===== src/rtl/sd_adc_pkg.sv =====
// Shared sigma-delta path constants: default word width, interpolation depth and derived accumulator width.
// Imported by both the box averager and the box interpolator so their scaling always matches.
package sd_adc_pkg;

    localparam int ADC_WIDTH_DEF      = 8;
    localparam int LPF_DEPTH_BITS_DEF = 4;
    localparam int ACC_WIDTH_DEF      = ADC_WIDTH_DEF + LPF_DEPTH_BITS_DEF;

    function automatic int acc_width(input int adc_w, input int lpf_bits);
        return adc_w + lpf_bits;
    endfunction

endpackage


===== src/rtl/sample_rise_det.sv =====
// Two-flop rising-edge detector on the output-rate strobe; step is combinational from the flops.
// One step per rising edge, however long the strobe is held high; no backpressure.
module sample_rise_det (
    input  logic clk,
    input  logic rst,
    input  logic sample,
    output logic step
);

    logic r_sample_d1;
    logic r_sample_d2;

    always_ff @(posedge clk or posedge rst) begin
        if (rst) begin
            r_sample_d1 <= 1'b0;
            r_sample_d2 <= 1'b0;
        end else begin
            r_sample_d1 <= sample;
            r_sample_d2 <= r_sample_d1;
        end
    end

    assign step = r_sample_d1 & ~r_sample_d2;

endmodule


===== src/rtl/box_interp.sv =====
// Linear interpolating upsampler: output registers one clock after the strobe rise is sampled.
// One-word pending buffer; data_in_ready drops while it is full, except on the segment-start cycle.
module box_interp
    import sd_adc_pkg::*;
#(
    parameter int ADC_WIDTH      = ADC_WIDTH_DEF,
    parameter int LPF_DEPTH_BITS = LPF_DEPTH_BITS_DEF
) (
    input  logic                 clk,
    input  logic                 rst,
    input  logic                 sample,
    input  logic [ADC_WIDTH-1:0] data_in,
    input  logic                 data_in_valid,
    output logic                 data_in_ready,
    output logic [ADC_WIDTH-1:0] interp_data_out,
    output logic                 data_out_valid,
    output logic                 underrun
);

    localparam int ACC_WIDTH = acc_width(ADC_WIDTH, LPF_DEPTH_BITS);

    logic                        w_step;
    logic                        w_seg_start;
    logic                        w_accept;
    logic signed [ADC_WIDTH:0]   w_new_delta;
    logic [ACC_WIDTH-1:0]        w_acc_seed;

    logic [ADC_WIDTH-1:0]        r_pend;
    logic                        r_pend_full;
    logic [ADC_WIDTH-1:0]        r_target;
    logic signed [ADC_WIDTH:0]   r_delta;
    logic [ACC_WIDTH-1:0]        r_acc;
    logic [LPF_DEPTH_BITS-1:0]   r_count;

    sample_rise_det u_rise (
        .clk    (clk),
        .rst    (rst),
        .sample (sample),
        .step   (w_step)
    );

    assign w_seg_start   = w_step & (r_count == '0);
    assign data_in_ready = ~r_pend_full | w_seg_start;
    assign w_accept      = data_in_valid & data_in_ready;

    assign w_new_delta = $signed({1'b0, r_pend}) - $signed({1'b0, r_target});
    assign w_acc_seed  = {r_target, {LPF_DEPTH_BITS{1'b0}}};

    // Sign-extending casts keep the modular add exact; acc never leaves the unsigned output range.
    always_ff @(posedge clk or posedge rst) begin
        if (rst) begin
            interp_data_out <= '0;
            data_out_valid  <= 1'b0;
            underrun        <= 1'b0;
            r_pend          <= '0;
            r_pend_full     <= 1'b0;
            r_target        <= '0;
            r_delta         <= '0;
            r_acc           <= '0;
            r_count         <= '0;
        end else begin
            data_out_valid <= w_step;
            underrun       <= w_seg_start & ~r_pend_full;

            if (w_step) begin
                r_count <= r_count + LPF_DEPTH_BITS'(1);
            end

            if (w_seg_start) begin
                interp_data_out <= r_target;
                if (r_pend_full) begin
                    r_delta  <= w_new_delta;
                    r_acc    <= w_acc_seed + ACC_WIDTH'(w_new_delta);
                    r_target <= r_pend;
                end else begin
                    r_delta <= '0;
                    r_acc   <= w_acc_seed;
                end
            end else if (w_step) begin
                interp_data_out <= r_acc[ACC_WIDTH-1:LPF_DEPTH_BITS];
                r_acc           <= r_acc + ACC_WIDTH'(r_delta);
            end

            // A word accepted on the consuming cycle replaces the one handed to the segment.
            if (w_accept) begin
                r_pend      <= data_in;
                r_pend_full <= 1'b1;
            end else if (w_seg_start) begin
                r_pend_full <= 1'b0;
            end
        end
    end

endmodule


===== config.mk =====
export PLATFORM = sky130hd
export DESIGN_NAME = box_interp
export DESIGN_NICKNAME = d
export VERILOG_FILES = /design/src/rtl/sd_adc_pkg.sv /design/src/rtl/sample_rise_det.sv /design/src/rtl/box_interp.sv
export SDC_FILE = /design/constraint.sdc
export NUM_CORES = 1
export LEC_CHECK = 0
export BUFFER_PORTS_ARGS = -buffer_cell sky130_fd_sc_hd__buf_2
export CAP_MARGIN = 5
export CORE_UTILIZATION = 60
export DETAILED_ROUTE_END_ITERATION = 8
export PLACE_DENSITY = 0.88
export SYNTH_ARGS = -nofsm -noshare
export SYNTH_HDL_FRONTEND = slang
export SYNTH_SLANG_ARGS = --single-unit

===== constraint.sdc =====
create_clock -name clk -period 3.9 [get_ports clk]
set_clock_uncertainty 0.05 [all_clocks]
set_input_delay 0.78 -clock clk [delete_from_list [all_inputs] [get_ports clk]]
set_output_delay 0.78 -clock clk [all_outputs]
set_load 0.01 [all_outputs]

==> After elaboration in Yosys (flattened, before gate mapping) <==
Cells that the tools add are included.
{ "totals": {"regBits": 54, "in_bits": 12, "out_inout_bits": 11, "word_cells": 34} }
{ "classes": {"n_addsub": 4, "mux": 8, "n_bitwise": 7, "n_reduce_logical": 4} }
{ "ops": {"columns": ["cell", "n"], "rows": [
  ["$mux W12", 3],
  ["$add A12 B12 Y12", 2],
  ["$mux W8", 2],
  ["$mux W9", 1],
  ["$sub A8 B8 Y9", 1],
  ["$add A4 B1 Y4 const B", 1],
  ["$and A1 B1 Y1", 4],
  ["$logic_not A4 Y1", 1],
  ["$reduce_bool A2 Y1", 2],
  ["$mux W1", 2],
  ["$not A1 Y1", 2],
  ["$reduce_and A2 Y1", 1],
  ["$or A1 B1 Y1", 1]
]} }

==> Depth between registers and ports, before layout <==
{ "logic_depth": {"word_depth": 6, "depth_mapped": 15, "mapped_depth_nobuf": 15} }

==> Hierarchy <==
A second synthesis with hierarchy kept.
{ "hier_totals": {"cells_unflattened": 352, "area_unflattened_um2": 3315.7} }
{ "modules_own_cells": {"columns": ["module", "n_inst", "cells_per_inst", "area_per_inst_um2", "seq_area_each_um2"], "rows": [
  ["box_interp", 1, 348, 3248.1, 1301.2],
  ["sample_rise_det", 1, 4, 67.6, 50.0]
]} }

==> Worst setup path before layout <==
No wires, ideal clock.
{ "synth_path": {"path_kind": "register to register", "from": "register r_pend[0]", "to": "register r_acc[11]", "setup_time_ps": 131, "arrival_time_ps": 3091, "t_required_ps": 3719, "setup_slack_ps": 628, "stages_incl_launch_ff": 15, "n_path_buf": 0, "synth_period_minus_slack_ps": 3272, "cell_sequence": "dfrtp_1 inv_1 ha_1 inv_1 fa_1 a211oi_1 o21ai_1 a31oi_1 ha_1 o21ai_0 a21oi_1 o22ai_2 mux2_1 nor3_1 a211oi_2"} }
{ "synth_between": {"elab_chain_cells": 4} }
{ "synth_rtl": {"columns": ["element", "line_no", "rtl"], "rows": [
  ["start, declared", "box_interp.sv:28", "logic [ADC_WIDTH-1:0] r_pend;"],
  ["start signal, assigned", "box_interp.sv:86", "r_pend <= data_in;"],
  ["$sub A8 B8 Y9", "box_interp.sv:46", "assign w_new_delta = $signed({1'b0, r_pend}) - $signed({1'b0, r_target});"],
  ["$add A12 B12 Y12", "box_interp.sv:73", "r_acc <= w_acc_seed + ACC_WIDTH'(w_new_delta);"],
  ["$mux W12", "box_interp.sv:71", "if (r_pend_full) begin"],
  ["$mux W12", "box_interp.sv:69", "if (w_seg_start) begin"],
  ["end signal, assigned", "box_interp.sv:73", null],
  ["end signal, assigned", "box_interp.sv:77", "r_acc <= w_acc_seed;"],
  ["end signal, assigned", "box_interp.sv:81", "r_acc <= r_acc + ACC_WIDTH'(r_delta);"],
  ["end, declared", "box_interp.sv:32", "logic [ACC_WIDTH-1:0] r_acc;"]
]} }
No other way between the ends.
A chain may end at the register's enable or synchronous reset.

==> Worst setup path in the final report <==
{ "layout_path": {"from": "register r_target[0]", "to": "register r_acc[11]"} }
{ "layout_between": {"elab_chain_cells": 4} }
{ "layout_rtl": {"columns": ["element", "line_no", "rtl"], "rows": [
  ["start, declared", "box_interp.sv:30", "logic [ADC_WIDTH-1:0] r_target;"],
  ["start signal, assigned", "box_interp.sv:74", "r_target <= r_pend;"],
  ["$sub A8 B8 Y9", "box_interp.sv:46", null],
  ["$add A12 B12 Y12 *", "box_interp.sv:73", null],
  ["$mux W12 *", "box_interp.sv:71", null],
  ["$mux W12 *", "box_interp.sv:69", null]
]} }
Mark *: on every way between the ends. The rest lies on a longest branch, timed or not.

==> results.md <==
- Max Freq: 282 MHz
- CTS tree: done
- Synth unique cells: 49
- Syn. warnings: 0
- Number of nets in the layout: 423
- Mapped Area: 3390 um2
- Tightest Pin Transition: 1100 ps
- Largest net degree at the start of global routing: 55
- DPL Wire Length: 5.15 mm
- Core area: 5270 um2
- H-Tree Depth: 2
- Clk_lat worst skew: 310 ps
- Sequential-to-total area share from yosys stat: 39.9%
- Global-route wire length before repair: 12.4 mm
- Drt pass-1 iters: 5
- Worst path required time: 4030 ps
- Minimum clock period: 3540 ps
- Avg Inst Size Synth: 9.41 um2
- Top_reg_cell synth: dfrtp_1
- Initial antenna violation count: 0
- Vias: 2686
- Max-slew violation total from the final report: 0
- Most frequent cells in the layout: dfrtp_1, nand2_1, ha_1
- RSZ-0062 raised after global routing: no
- Max-cap violation count: 0
- Post-synth EDFFs: 0
- Die area: 5950 um2
- TritonCTS Buffers: 5
- WL per Instance: 15.7 um
- Initial Util: 64.3%
- Initial drt markers: 294
- Reg2reg setup slack: 360 ps
- CTS Root Cell: clkbuf_8
- Layout area overhead: 7.50%
- CTS hold repair buffers: 0
- Die X: 77.1 um
- Hold Path Class: reg2reg
- Post-route antenna net violation count: 0
- GRT Total Usage: 25.9%
- Gr ovfl total: 0
- GPL Wtd Cong: 0.924
- Setup tns final: 0 ps
- Number of global-route vias before repair: 2663
- Cts repair resizes: 0
- CP arrival: 3680 ps
- Synth Register Bits: 54
- Ports: 23
- Setup CP Type: reg2reg
- Critical path fanouts, max: 6
- Vias per cell: 5.98
- N_diodes: 0
- Period utilization: 90.8%
- CTS Buffer Depth: 2
- Post-CTS setup buffer count: 0
- Mapped Nets: 405
- Total Wirelength: 7.05 mm
- Port Buffer Count: 22
- Slew Limit Headroom: 26.6%
- Async set or reset register ratio after synthesis: 100%
- Commonest non-fill, non-tap cell in the layout: dfrtp_1
- Reg clk slew, reported paths: 90 ps
- Drt drc: 0
- Die Ht: 77.1 um
- Worst Setup Start Kind: flop
- Clk sink count: 54
- Final setup fails: 0
- Share of layout cells above drive strength 1: 10.8%
- Cells after synthesis: 360
- Hold violation count in the final report: 0
- Outcome: complete, no violations
- Crit. End Element: flop
- Fill count: 431
- Row cnt: 26
worst paths after layout:
check | to | depth (start not counted) | startpoint
worst max-delay path | r_acc[11] | 14 | r_target[0]
worst min-delay path | u_rise.r_sample_d2 | 0 | u_rise.r_sample_d1
worst max register to register | r_acc[11] | 14 | r_target[0]
worst min register to register | u_rise.r_sample_d2 | 0 | u_rise.r_sample_d1
max in group asynchronous | r_pend[3] | 2 | rst
min in group asynchronous | r_pend[0] | 2 | rst
routing by layer:
metal  vias up  share of wire [%]  track usage [%]
li1       1315                  -                -
met1      1286                 47             35.4
met2        73                 48             42.2
met3        12                4.0             4.40
met4         0                1.3             7.55
met5         -                  0                0
cell type report:
class	instances	area (um2)	share of cell area, %
flip-flops and latches	54	1350	37.1
inverters	19	71.3	1.96
multi-input cells	273	1910	52.4
repair buffers	25	133	3.64
clock inverters	1	5.00	0.137
clock buffers	7	86.3	2.37
well taps	70	87.6	2.41
kinds of logic after synthesis:
group,count (synthesis),share of synthesized area [%]
adder cells (fa/ha/maj),33,12.9
buffers and inverters,33,3.80
AO/OA/AOI/OAI,101,19.5
multiplexers,15,4.80
AND/OR/NAND/NOR,106,14.5
flip-flops,54,39.9
XOR/XNOR,18,4.65
registers in the layout, indices dropped and copies added (netlist names):
signal and count:
data_out_valid 1, interp_data_out 8, r_acc 12, r_count 4, r_delta 9, r_pend 8
r_pend_full 1, r_target 8, u_rise.r_sample_d1 1, u_rise.r_sample_d2 1, underrun 1
synthesized netlist by cell type (2+ instances only):
library cell | instances | area [um2]
o21ai_0 | 18 | 90.1
a21o_1 | 5 | 37.5
dfrtp_1 | 54 | 1350
a21oi_1 | 19 | 95.1
nor3_1 | 6 | 30.0
nand3_1 | 4 | 20.0
o21bai_1 | 2 | 15.0
a211oi_1 | 2 | 15.0
nand4_1 | 4 | 25.0
o221ai_1 | 4 | 35.0
and2_1 | 2 | 12.5
nor2b_1 | 3 | 18.8
buf_2 | 4 | 20.0
a31oi_1 | 13 | 81.3
nand2b_1 | 7 | 43.8
a22o_1 | 5 | 43.8
mux2_1 | 10 | 113
nor2_1 | 23 | 86.3
xnor2_1 | 16 | 140
fa_1 | 3 | 60.1
xor2_1 | 2 | 17.5
o21ai_1 | 11 | 55.1
mux2i_1 | 5 | 50.1
and3_1 | 2 | 12.5
clkbuf_1 | 10 | 37.5
o21a_1 | 4 | 30.0
o211ai_1 | 6 | 45.0
inv_1 | 18 | 67.6
ha_1 | 30 | 375
nand2_1 | 49 | 184
per-stage QoR:
stage                     worst slack [ps]  hold WS [ps]  instances  utilization, %  area, um2
after floorplan                        628           305        360               -       3390
after global placement                 540           315        441            67.4       3550
after detailed placement               422           322        441            67.4       3550
after CTS                              393           343        449            69.1       3640
after global routing                   126           359        449            69.1       3640
final                                  358           336        449            69.1       3640
critical path, cell delays in order (launching register included):
cell and delay [ps]:
dfrtp_1 470, ha_1 190, inv_1 50, fa_1 420, a211oi_1 330, o21bai_1 120, a21oi_1 180, xnor2_1 210
ha_1 310, a21oi_1 190, a21boi_1 120, o22ai_2 190, mux2_1 350, nor3_1 180, a211oi_2 70
Power is left out: the tool's default activity adds up to more than one toggle a clock period on the data nets, which glitch-free logic cannot reach.
